$ cat src/rtl/al_pkg.sv
// Shared constants and BCD helpers for the alarm timekeeper.
package al_pkg;

    localparam logic [7:0] BCD_00 = 8'h00;
    localparam logic [7:0] BCD_01 = 8'h01;
    localparam logic [7:0] BCD_11 = 8'h11;
    localparam logic [7:0] BCD_12 = 8'h12;
    localparam logic [7:0] BCD_23 = 8'h23;
    localparam logic [7:0] BCD_59 = 8'h59;

    localparam int AL_MODE_12H = 0;
    localparam int AL_MODE_24H = 1;

    localparam int SNOOZE_MIN_LO  = 1;
    localparam int SNOOZE_MIN_HI  = 59;
    localparam int TIMEOUT_MIN_LO = 1;
    localparam int TIMEOUT_MIN_HI = 59;

    // Keep out-of-range parameters inside the legal window.
    function automatic int clamp_rng(int v, int lo, int hi);
        return (v < lo) ? lo : ((v > hi) ? hi : v);
    endfunction

    function automatic logic [7:0] bcd_inc(logic [7:0] b);
        if (b[3:0] == 4'd9) return {b[7:4] + 4'd1, 4'd0};
        else                return {b[7:4], b[3:0] + 4'd1};
    endfunction

    function automatic logic [6:0] bcd2bin(logic [7:0] b);
        return 7'(b[7:4]) * 7'd10 + 7'(b[3:0]);
    endfunction

    function automatic logic [7:0] bin2bcd(logic [6:0] v);
        logic [6:0] t;
        logic [6:0] u;
        t = v / 7'd10;
        u = v - t * 7'd10;
        return {t[3:0], u[3:0]};
    endfunction

    // One hour step; returns {pm, hh}. 11->12 toggles pm in 12h mode.
    function automatic logic [8:0] hr_inc(logic [7:0] h, logic p, logic m24);
        if (m24)               return {1'b0, (h == BCD_23) ? BCD_00 : bcd_inc(h)};
        else if (h == BCD_12)  return {p, BCD_01};
        else if (h == BCD_11)  return {~p, BCD_12};
        else                   return {p, bcd_inc(h)};
    endfunction

endpackage

$ cat src/rtl/al_bcd_counter.sv
// Packed-BCD two-digit counter with wrap range, increment enable and load.
module al_bcd_counter
    import al_pkg::*;
#(
    parameter logic [7:0] MIN_VAL = 8'h00,
    parameter logic [7:0] MAX_VAL = 8'h59,
    parameter logic [7:0] RST_VAL = 8'h00
) (
    input  logic       clk,
    input  logic       reset,
    input  logic       inc,
    input  logic       load,
    input  logic [7:0] load_val,
    output logic [7:0] q,
    output logic [7:0] q_nxt,
    output logic       wrap
);

    // Next value: load wins over increment; wrap pulses on the MAX->MIN step.
    always_comb begin
        q_nxt = q;
        wrap  = 1'b0;
        if (load) begin
            q_nxt = load_val;
        end else if (inc) begin
            if (q == MAX_VAL) begin
                q_nxt = MIN_VAL;
                wrap  = 1'b1;
            end else begin
                q_nxt = bcd_inc(q);
            end
        end
    end

    // Counter register.
    always_ff @(posedge clk) begin
        if (reset) q <= RST_VAL;
        else       q <= q_nxt;
    end

endmodule

$ cat src/rtl/al_timekeeper.sv
// Time-of-day clock with set mode, alarm, snooze and ring timeout.
module al_timekeeper
    import al_pkg::*;
#(
    parameter int MODE_24H          = 1,
    parameter int SNOOZE_MIN        = 9,
    parameter int ALARM_TIMEOUT_MIN = 5
) (
    input  logic       clk,
    input  logic       reset,
    input  logic       sec_tick,
    input  logic       set_mode,
    input  logic       inc_min,
    input  logic       inc_hr,
    input  logic       alarm_en,
    input  logic [7:0] alarm_hh,
    input  logic [7:0] alarm_mm,
    input  logic       alarm_pm,
    input  logic       snooze,
    input  logic       alarm_off,
    output logic [7:0] hh_bcd,
    output logic [7:0] mm_bcd,
    output logic [7:0] ss_bcd,
    output logic       pm,
    output logic       alarm_ring,
    output logic       snooze_pend
);

    localparam logic       IS_24H = (MODE_24H == AL_MODE_24H);
    localparam logic [7:0] HH_MIN = IS_24H ? BCD_00 : BCD_01;
    localparam logic [7:0] HH_MAX = IS_24H ? BCD_23 : BCD_12;
    localparam logic [7:0] HH_RST = IS_24H ? BCD_00 : BCD_12;
    localparam logic [6:0] SNZ    = 7'(clamp_rng(SNOOZE_MIN, SNOOZE_MIN_LO, SNOOZE_MIN_HI));
    localparam logic [5:0] TO_M1  = 6'(clamp_rng(ALARM_TIMEOUT_MIN, TIMEOUT_MIN_LO, TIMEOUT_MIN_HI) - 1);

    logic       tick, ss_wrap, mm_wrap, hh_wrap_unused;
    logic       mm_inc, hh_inc, pm_nxt;
    logic [7:0] ss_nxt, mm_nxt, hh_nxt;
    logic       alarm_hit, snz_hit;
    logic [6:0] snz_sum;
    logic       snz_c;
    logic [8:0] snz_hr;
    logic [7:0] tgt_hh, tgt_mm;
    logic       tgt_pm;
    logic [5:0] to_cnt;

    // Ticks only count in run mode; set-mode edits never carry into hours.
    assign tick   = sec_tick & ~set_mode;
    assign mm_inc = ss_wrap | (set_mode & inc_min);
    assign hh_inc = (mm_wrap & ~set_mode) | (set_mode & inc_hr);
    assign pm_nxt = IS_24H ? 1'b0 : (pm ^ (hh_inc && hh_bcd == BCD_11));

    al_bcd_counter #(.MIN_VAL(BCD_00), .MAX_VAL(BCD_59), .RST_VAL(BCD_00)) u_ss (
        .clk(clk), .reset(reset), .inc(tick), .load(set_mode), .load_val(BCD_00),
        .q(ss_bcd), .q_nxt(ss_nxt), .wrap(ss_wrap)
    );

    al_bcd_counter #(.MIN_VAL(BCD_00), .MAX_VAL(BCD_59), .RST_VAL(BCD_00)) u_mm (
        .clk(clk), .reset(reset), .inc(mm_inc), .load(1'b0), .load_val(BCD_00),
        .q(mm_bcd), .q_nxt(mm_nxt), .wrap(mm_wrap)
    );

    al_bcd_counter #(.MIN_VAL(HH_MIN), .MAX_VAL(HH_MAX), .RST_VAL(HH_RST)) u_hh (
        .clk(clk), .reset(reset), .inc(hh_inc), .load(1'b0), .load_val(BCD_00),
        .q(hh_bcd), .q_nxt(hh_nxt), .wrap(hh_wrap_unused)
    );

    // A tick that rolls seconds to 00 is the only way to land on hh:mm:00,
    // so set-mode edits can never raise a match.
    assign alarm_hit = alarm_en && ss_wrap && hh_nxt == alarm_hh && mm_nxt == alarm_mm &&
                       (IS_24H || pm_nxt == alarm_pm);
    assign snz_hit   = snooze_pend && ss_wrap && hh_nxt == tgt_hh && mm_nxt == tgt_mm &&
                       (IS_24H || pm_nxt == tgt_pm);

    // Snooze target: current hh:mm plus SNZ minutes, carrying into hour/pm.
    always_comb begin
        snz_sum = bcd2bin(mm_bcd) + SNZ;
        snz_c   = (snz_sum >= 7'd60);
        if (snz_c) snz_sum = snz_sum - 7'd60;
        snz_hr  = snz_c ? hr_inc(hh_bcd, pm, IS_24H) : {pm, hh_bcd};
    end

    // PM flag register.
    always_ff @(posedge clk) begin
        if (reset) pm <= 1'b0;
        else       pm <= pm_nxt;
    end

    // Alarm state: off/disable beats snooze, snooze beats match/timeout.
    always_ff @(posedge clk) begin
        if (reset) begin
            alarm_ring  <= 1'b0;
            snooze_pend <= 1'b0;
            to_cnt      <= '0;
            tgt_hh      <= '0;
            tgt_mm      <= '0;
            tgt_pm      <= 1'b0;
        end else if (alarm_off || !alarm_en) begin
            alarm_ring  <= 1'b0;
            snooze_pend <= 1'b0;
            to_cnt      <= '0;
        end else if (snooze && alarm_ring) begin
            alarm_ring  <= 1'b0;
            snooze_pend <= 1'b1;
            to_cnt      <= '0;
            tgt_hh      <= snz_hr[7:0];
            tgt_mm      <= bin2bcd(snz_sum);
            tgt_pm      <= snz_hr[8];
        end else if (alarm_hit || snz_hit) begin
            // A fresh match also restarts any timeout in progress.
            alarm_ring  <= 1'b1;
            to_cnt      <= '0;
            if (snz_hit) snooze_pend <= 1'b0;
        end else if (alarm_ring && ss_wrap) begin
            if (to_cnt == TO_M1) begin
                alarm_ring <= 1'b0;
                to_cnt     <= '0;
            end else begin
                to_cnt     <= to_cnt + 6'd1;
            end
        end
    end

endmodule

$ cat config.mk
export PLATFORM = sky130hd
export DESIGN_NAME = al_timekeeper
export DESIGN_NICKNAME = d
export VERILOG_FILES = /design/src/rtl/al_pkg.sv /design/src/rtl/al_bcd_counter.sv /design/src/rtl/al_timekeeper.sv
export SDC_FILE = /design/constraint.sdc
export NUM_CORES = 1
export LEC_CHECK = 0
export CORE_ASPECT_RATIO = 1.4
export CORE_MARGIN = 2
export CORE_UTILIZATION = 55
export CTS_BUF_LIST = sky130_fd_sc_hd__clkbuf_2 sky130_fd_sc_hd__clkbuf_4 sky130_fd_sc_hd__clkbuf_8
export DETAILED_ROUTE_END_ITERATION = 16
export GPL_ROUTABILITY_DRIVEN = 1
export HOLD_SLACK_MARGIN = 0.1
export MAX_ROUTING_LAYER = met4
export PLACE_DENSITY_LB_ADDON = 0.08
export SLEW_MARGIN = 15
export SYNTH_ARGS = -nofsm -noshare
export SYNTH_HDL_FRONTEND = slang
export SYNTH_SLANG_ARGS = --single-unit
$ cat constraint.sdc
create_clock -name clk -period 6.6 [get_ports clk]
set_clock_uncertainty 0.1 [all_clocks]
set_input_delay 1.32 -clock clk [delete_from_list [all_inputs] [get_ports clk]]
set_output_delay 1.32 -clock clk [all_outputs]
set_load 0.1 [all_outputs]
* Word level (Yosys, flattened, before mapping)
Cells that the tools add are included.
** Storage, ports and cells
- Register bits :: 48
- Bits in latches :: 0
- Bits in writable memories :: 0
- ROM bits :: 0
- Input port bits :: 26
- Output and inout bits :: 27
- Memories :: 0
** Cells by class
- Add/sub/neg operators :: 11
- Multipliers :: 2
- Div/mod/pow operators :: 1
- $lt $le $gt $ge :: 1
- Equality and inequality tests :: 11
- Shift-type cells :: 0
- Multiplexer cells :: 22
- Bitwise gates (word level) :: 8
- Reduce and logical (&&, ||, !) cells :: 24
** Operators by type and width (number)
- two-way mux 8 bit :: 9
- == test 8 bit :: 4
- adder 4 x 1 -> 4 bit, second input constant :: 6
- == test 8 x 7 -> 1 bit, second input constant :: 2
- == test 4 bit, second input constant :: 3
- two-way mux 1 bit :: 11
- nonzero test 2 bit :: 5
- == test 8 x 6 -> 1 bit, second input constant :: 1
- logical AND 1 bit :: 8
- AND reduction 2 bit :: 4
- adder 7 x 4 -> 7 bit :: 1
- adder 7 x 4 -> 7 bit, second input constant :: 1
- divider 7 x 4 -> 7 bit, second input constant :: 1
- >= comparator 7 x 6 -> 1 bit, second input constant :: 1
- multiplier 7 x 3 -> 3 bit, second input constant :: 1
- two-way mux 7 bit :: 1
- subtractor 7 x 6 -> 7 bit, second input constant :: 1
- adder 6 x 1 -> 6 bit, second input constant :: 1
- == test 6 x 3 -> 1 bit, second input constant :: 1
- multiplier 4 x 3 -> 6 bit, second input constant :: 1
- two-way mux 6 bit :: 1
- AND 1 bit :: 4
- OR reduction 2 bit :: 2
- OR reduction 4 bit :: 1
- 6 further kinds :: 9

* Longest topological paths before layout
Gate-level depths: netlist of run 1.
- Word-level depth :: 15
- Gate-level depth with buffers :: 27

* By module
From an unflattened synthesis of run 1, not the netlist that was laid out.
** Second synthesis, totals
- Cells, all modules :: 514
- Area, all modules :: 4365.4 um2
** Modules (own cells, without submodules)
- al_timekeeper :: times used 1, cells an instance 314, area an instance 2587.5 um2
- al_bcd_counter at u_mm ... :: times used 2, cells an instance 68, area an instance 608.1 um2
- al_bcd_counter at u_hh :: times used 1, cells an instance 64, area an instance 561.8 um2

* Least setup slack after synthesis of run 1
OpenSTA, ideal clock, no wires.
- Kind :: reg-to-reg
- Start point :: reg u_mm.q[4]
- End point :: reg tgt_mm[3]
- Setup time :: 122 ps
- Arrival :: 5999 ps
- Slack :: 379 ps
- Stages on the path, launching flop included :: 23
- Buffers on the path :: 0
- Path through :: dfxtp_1 -> ha_1 -> ha_1 -> fa_1 -> a211oi_2 -> nor2_2 -> nor4_4 -> a21oi_2 -> mux2_4 -> nor2_1 -> o21ai_0 -> a31oi_1 -> ha_1 -> nor3b_1 -> a2111oi_2 -> nor3_1 -> inv_1 -> ha_1 -> inv_1 -> fa_1 -> xnor2_1 -> nand2b_1 -> o311a_1
** Between the ends
- Cells in the longest elaborated chain, start to end :: 8
** Ends and longest elaborated chain
- from (decl) :: RTL line al_bcd_counter.sv:14 : output logic [7:0] q,
- from (signal assigned) :: RTL line al_bcd_counter.sv:38 : else q <= q_nxt;
- multiplier 4 x 3 -> 6 bit * :: RTL line al_pkg.sv:30 : return 7'(b[7:4]) * 7'd10 + 7'(b[3:0]);
- adder 7 x 4 -> 7 bit * :: RTL line al_pkg.sv:30
- adder 7 x 4 -> 7 bit * :: RTL line al_timekeeper.sv:77 : snz_sum = bcd2bin(mm_bcd) + SNZ;
- subtractor 7 x 6 -> 7 bit / >= comparator 7 x 6 -> 1 bit (equally long branches) :: RTL line al_timekeeper.sv:79, al_timekeeper.sv:78
- two-way mux 7 bit * :: RTL line al_timekeeper.sv:79 : if (snz_c) snz_sum = snz_sum - 7'd60;
- divider 7 x 4 -> 7 bit :: RTL line al_pkg.sv:36 : t = v / 7'd10;
- multiplier 7 x 3 -> 3 bit :: RTL line al_pkg.sv:37 : u = v - t * 7'd10;
- subtractor 4 bit * :: RTL line al_pkg.sv:37
- to (signal assigned) :: RTL line al_timekeeper.sv:107 : tgt_mm <= bin2bcd(snz_sum);
- to (decl) :: RTL line al_timekeeper.sv:43 : logic [7:0] tgt_hh, tgt_mm;
Every way passes the cells marked *; elsewhere a longest branch is shown, timed or not.
A chain may end at the register's enable or synchronous reset.

* Final worst setup path of run 1
Ends and elaborated chain as after synthesis.

==> results by group, run 1 <==
Status
  • Status: finished, final reports clean

STA
  • Fin crit period: 6.07 ns
  • Final hold vios: 0
  • Final Max Slew Viols: 0
  • Setup TNS: 0 ns
  • RSZ-0062 raised after global routing: no
  • Max-slew headroom: 34.4%
  • Final setup fails: 0
  • Post-route worst setup slack: ~0.53 ns
  • Max Fclk: about 160 MHz
  • Slew @ Worst Pin: 0.980 ns
  • Fin crit share: 91.9%

Synthesis
  • Yosys reg bits: 48
  • Number of flops mapped to enable cells by yosys: 0
  • Prevailing post-synth register cell: dfxtp_1
  • Post-synth top cells: 59 x nor2_1, 48 x dfxtp_1, 33 x xnor2_1
  • Post-synth top area cell: dfxtp_1
  • Synthesized cell area: 0.00371 sq mm
  • Yosys top cell area share: 25.9%
  • Net Count, Synth: about 500
  • Avg Inst Size Synth: 8.33 sq um
  • Synth area leaders: dfxtp_1 26%, ha_1 9.8%, xnor2_1 7.8%
  • Synth cell types: 70
  • Most frequent cell after synthesis: nor2_1
  • Yosys warning total: 0
  • Post-synthesis async set-or-reset flop share: 0%
  • Synth Instances: 445
  • Register area share after synthesis: 25.9%

Finish
  • Diodes inserted: 0
  • Storage element area: approximately 960 sq um
  • Area Overhead vs Synth: 17.4%
  • Final Net Count: 549
  • Fraction of layout instances using a drive strength above 1: 7.54%
  • Footprint of the multi-input gates: 0.00258 sq mm
  • Finished Cell Area: 0.00435 sq mm
  • Final-layout fill cell count: 600
  • Util after Layout: 66.3%

Pwr
  • P per Cell Area: roughly 130 mW/mm^2
  • LEAKAGE: 1.71 nW
  • Total power: 0.558 mW
  • VDD IR max: 90.4 uV

Global route
  • Initial antenna violation count: 0
  • Vias in the first global route: 3140
  • Largest net degree at the start of global routing: 37
  • Total Routing Usage GR: 24.5%
  • First-pass GRT wire length: 14.1 mm
  • Global route overflow: 0

Clock network
  • H-tree depth: 2
  • Postcts setup bufs: 0
  • Total CTS buffers: 5
  • Clk buf depth: 2
  • Clock tree root buffer cell: clkbuf_8
  • Worst skew pair latency: 0.30 ns
  • CTS tree: built
  • Post-CTS sizing: 0
  • Post-CTS Hold Buffers: 0
  • CTS clk-pin slew, worst paths: 0.09 ns
  • TritonCTS Sinks: 48

Detailed routing
  • Wire length per cell: between 10 and 15 microns
  • Iter 0 DRT Violations: 135
  • Post-route ant nets: 0
  • DR pass1 iterations: 4
  • Final wirelength: about 8.3 mm
  • Drc violations: 0
  • Via density: 5.71
  • Routed via count: around 3.2k

Run
  • Max-cap viol count: 0

Setup path
  • Crit Path Max Fanout: 8
  • Setup crit end kind: flop
  • Worst path required time: 6.70 ns
  • R2R Setup Slk: roughly 0.53 ns
  • CP Data Arrival Time: 6.16 ns
  • Startpoint Class: flop
  • Type of the worst setup path: reg -> reg

Floorplan
  • Die area: 0.00742 sq mm
  • Die W: about 73 microns
  • Row count: 35
  • Core area: roughly 0.0066 sq mm
  • Die Y: ~100 microns
  • Starting Density: around 56%
  • I/O pin count: 53

Worst hold path
  • Worst Hold Class: reg -> reg

Place
  • Port Buf Inserts: 50
  • Setup WS pre-CTS: 0.566 ns
  • DP Area: 0.00426 sq mm
  • GPL Wtd Cong: about 0.84
  • DP Wirelength: 6.35 mm
-- critical path, stage by stage, from the launching register on --
cell,delay (ns)
dfxtp_1,0.49
ha_1,0.32
ha_1,0.24
fa_1,0.42
a211oi_2,0.35
nor2_2,0.13
nor4_4,0.50
a21oi_2,0.20
xnor2_2,0.26
a21oi_1,0.17
o21ai_0,0.10
a31oi_1,0.44
ha_1,0.31
nor3b_1,0.17
a2111oi_2,0.43
nor3_1,0.12
inv_1,0.07
ha_1,0.13
inv_1,0.05
fa_1,0.37
xnor2_1,0.15
nand2b_1,0.14
o311a_1,0.28
-- flip-flops by register name (all words and copies together), names as in the netlist --
register / cells
tgt_hh: 8
tgt_mm: 8
u_hh.q: 8
u_mm.q: 8
u_ss.q: 8
to_cnt: 6
alarm_ring: 1
snooze_pend: 1
-- metal layers --
metal  vias to the layer above  GRT usage (%)  share of wire, %
met2                        55           43.4                50
met5                         -              -                 0
met4                         0           5.03              0.92
met1                      1508           29.3                46
met3                         6           3.48               3.1
li1                       1659              -                 -
-- report_power, final --
part	leakage, nW	switching, mW	total, mW	internal, mW
Combinational	1.27	0.0463	0.0812	0.0348
Clock	0.0473	0.0988	0.182	0.0837
Sequential	0.387	0.00292	0.294	0.291
Total	1.71	0.148	0.558	0.410
-- worst paths after layout --
kind	from	to	depth (start not counted)
hold / removal	tgt_mm[7]	tgt_mm[7]	2
setup reg to reg	u_mm.q[4]	tgt_mm[3]	22
setup / recovery	u_mm.q[4]	tgt_mm[3]	22
hold reg to reg	tgt_mm[7]	tgt_mm[7]	2
-- final cells by class --
cell class                      count  area share [%]
Multi-Input combinational cell    356            59.2
Sequential cell                    48            22.1
Timing Repair Buffer               55            12.4
Inverter                           25            2.16
Tap cell                           74            2.13
Clock buffer                        6            1.90
Clock inverter                      1           0.201
-- through the flow --
step / hold slack (ns) / std cells
5_1_grt: 0.413 / 565
2_1_floorplan: 0.344 / 445
4_1_cts: 0.375 / 565
6_report: 0.377 / 565
3_5_place_dp: 0.362 / 558
3_3_place_gp: 0.362 / 558
-- cell usage in the layout (no fill, tap or decap), types with 3 or more instances in the layout --
cell type and count:
nor4_1 5, ha_1 29, xor2_1 15, fa_1 3, and2_1 3, nor2b_1 7
mux2i_1 13, and3_1 5, o21ai_0 12, nand2b_1 6, nor4b_1 3, xnor2_1 33
inv_1 24, buf_4 5, o21ai_1 5, nor2_1 59, dfxtp_1 48, nand2_1 23
o31ai_1 4, or2_2 4, nand3_1 9, a21oi_1 20, a211oi_1 12, clkdlybuf4s50_1 50
or3_1 5, nand4_1 4, clkbuf_8 6, o311a_1 3, nor3_1 24
-- cells by family (layout without fill, tap and decap cells) --
group	after synthesis	in the layout	share of synthesized area, %
compound gates	86	86	16.6
flops	48	48	25.9
simple gates	171	171	24.5
other cells	1	1	0.101
mux	16	16	4.52
fa+ha+maj	32	32	11.4
buf+inv	41	87	4.59
xor+xnor	50	50	12.4
Note: power is estimated with default switching activity, not from simulation.
==> inputs of run 2 (changes only) <==
Settings changed: TNS_END_PERCENT from default to 100.
==> results of run 2 <==
Final layout, timing and power as in run 1 (identical DEF).
==> inputs of run 3 (changes only) <==
Settings changed: CORE_MARGIN 2 to default, SLEW_MARGIN 15 to 20.
==> run 3 against run 2 <==
  * The flow now finishes with violations (design-rule violations)
  * Sequential cell count unchanged
  * Worst setup slack improved by 0.075 ns
  * Non-clock buffer count unchanged
  * Register-to-register slack improved by 0.08 ns
  * Design area unchanged
  * Routed wire length increased by 1.2%
  * Via count increased by 1.3%
  * Total power increased by 0.45%
  * Core utilization unchanged
  * Highest routed layer unchanged
  * Largest cell class unchanged
  * Sequential power about the same
==> results by group, run 3 (synthesis gave the netlist of run 1 again) <==
Pwr
  • LEAKAGE: 1.71 nW (unchanged)
  • VDD IR max: 83.8 uV (was 90.4 uV)
  • P per Cell Area: 129 mW/mm^2 (was 128 mW/mm^2)

Detailed routing
  • DR pass1 iterations: 11 (was 4)
  • Post-route ant nets: 0 (unchanged)
  • Final wirelength: 8.39 mm (was 8.29 mm)
  • Routed via count: 3269 (was 3228)
  • Wire length per cell: 14.9 microns (was 14.7 microns)
  • Iter 0 DRT Violations: 179 (was 135)
  • Drc violations: 7 (was 0)
  • Via density: 5.79 (was 5.71)

Finish
  • Fraction of layout instances using a drive strength above 1: 7.54% (unchanged)
  • Util after Layout: 66.3% (unchanged)
  • Area Overhead vs Synth: 17.4% (unchanged)
  • Diodes inserted: 0 (unchanged)
  • Final Net Count: 549 (unchanged)
  • Most common cell after layout, fill and taps aside: nor2_1 (unchanged)
  • Final-layout fill cell count: 606 (was 600)
  • Most frequent cells in the layout: 59 x nor2_1, 50 x clkdlybuf4s50_1, 48 x dfxtp_1 (unchanged)

Clock network
  • CTS tree: built (unchanged)
  • Clock tree root buffer cell: clkbuf_8 (unchanged)
  • Worst skew pair latency: 0.30 ns (about the same)
  • TritonCTS Sinks: 48 (unchanged)
  • CTS clk-pin slew, worst paths: 0.09 ns (about the same)
  • Post-CTS Hold Buffers: 0 (unchanged)
  • Total CTS buffers: 5 (unchanged)
  • H-tree depth: 2 (unchanged)
  • Clk buf depth: 2 (unchanged)
  • Post-CTS sizing: 0 (unchanged)
  • Postcts setup bufs: 0 (unchanged)

STA
  • Fin crit period: 5.99 ns (was 6.07 ns)
  • Final setup fails: 0 (unchanged)
  • Final Max Slew Viols: 0 (unchanged)
  • Setup TNS: 0 ns (unchanged)
  • Slew @ Worst Pin: 0.974 ns (was 0.980 ns)
  • Max-slew headroom: 34.9% (was 34.4%)
  • Max Fclk: 167 MHz (was 165 MHz)
  • RSZ-0062 raised after global routing: no (unchanged)
  • Fin crit share: 90.8% (was 91.9%)
  • Final hold vios: 0 (unchanged)

Floorplan
  • Die W: 71.4 microns (was 73.4 microns)
  • I/O pin count: 53 (unchanged)
  • Core area: 0.00657 sq mm (unchanged)
  • Die area: 0.00708 sq mm (was 0.00742 sq mm)
  • Row count: 35 (unchanged)
  • Die Y: 99.1 microns (was 101 microns)
  • Starting Density: 56.4% (unchanged)

Run
  • Max-cap viol count: 0 (unchanged)

Setup path
  • Setup crit end kind: flop (unchanged)
  • Crit Path Max Fanout: 8 (unchanged)
  • CP Data Arrival Time: 6.09 ns (was 6.16 ns)
  • Type of the worst setup path: reg -> reg (unchanged)
  • Startpoint Class: flop (unchanged)
  • Worst path required time: 6.70 ns (about the same)

Worst hold path
  • Worst Hold Class: reg -> reg (unchanged)

Status
  • Failing checks: design-rule violations
  • Status: complete, but fails checks (was finished, final reports clean)

Global route
  • First-pass GRT wire length: 14.2 mm (was 14.1 mm)
  • Total Routing Usage GR: 25.6% (was 24.5%)
  • Largest net degree at the start of global routing: 37 (unchanged)
  • Vias in the first global route: 3093 (was 3140)
  • Initial antenna violation count: 0 (unchanged)
  • Global route overflow: 0 (unchanged)

Place
  • GPL Wtd Cong: 0.800 (was 0.844)
  • Port Buf Inserts: 50 (unchanged)
  • DP Wirelength: 6.41 mm (was 6.35 mm)
==> run 3: layout make-up <==
cell class	instances	area (sq um)	area share, %
Clock inverter	1	8.76	0.201
Clock buffer	6	82.6	1.90
Tap cell	74	92.6	2.13
Sequential cell	48	961	22.1
Multi-Input combinational cell	356	2580	59.2
Inverter	25	93.8	2.16
Timing Repair Buffer	55	538	12.4
==> run 3: worst paths after layout <==
| kind | startpoint | endpoint | slack (ns) | depth (start not counted) |
|---|---|---|---|---|
| worst max register to register | u_mm.q[1] | tgt_mm[3] | 0.61 | 22 |
| worst max-delay path | u_mm.q[1] | tgt_mm[3] | 0.61 | 22 |
| worst min-delay path | tgt_mm[2] | tgt_mm[2] | 0.38 | 2 |
| worst min register to register | tgt_mm[2] | tgt_mm[2] | 0.38 | 2 |
==> run 3: per-stage QoR <==
step | area, sq um | power (mW) | hold WS (ns) | instances | setup WS, ns
2_1_floorplan | 3710 | 0.353 | 0.344 | 445 | 0.379
3_3_place_gp | 4260 | 0.381 | 0.355 | 558 | 0.742
3_5_place_dp | 4260 | 0.382 | 0.369 | 558 | 0.623
4_1_cts | 4350 | 0.564 | 0.382 | 565 | 0.620
5_1_grt | 4350 | 0.584 | 0.408 | 565 | 0.130
6_report | 4350 | 0.560 | 0.380 | 565 | 0.608
==> run 3: where the power goes <==
group          switching [mW]  internal (mW)
clock network           0.101         0.0838
registers             0.00293          0.291
logic                  0.0466         0.0349
total                   0.150          0.410
==> run 3: layer usage <==
layer | track usage (%) | part of all wire (%) | wire [microns] | up-vias
met5 | - | 0 | 0 | -
met4 | 6.62 | 1.5 | 122 | 0
met3 | 2.33 | 2.8 | 238 | 13
met2 | 45.0 | 51 | 4250 | 65
met1 | 31.2 | 45 | 3780 | 1532
li1 | - | - | - | 1659
==> run 3: worst max-delay path, cell delays in order, from the launching register on <==
cell and delay [ns]:
dfxtp_1 0.49, ha_1 0.32, ha_1 0.24, fa_1 0.42
a211oi_2 0.36, nor2_2 0.12, nor4_4 0.48, a21oi_2 0.19
xnor2_2 0.25, a21oi_1 0.16, o21ai_0 0.09, a31oi_1 0.42
ha_1 0.31, nor3b_1 0.17, a2111oi_2 0.44, nor3_1 0.12
inv_1 0.07, ha_1 0.13, inv_1 0.04, fa_1 0.37
xnor2_1 0.15, nand2b_1 0.15, o311a_1 0.28
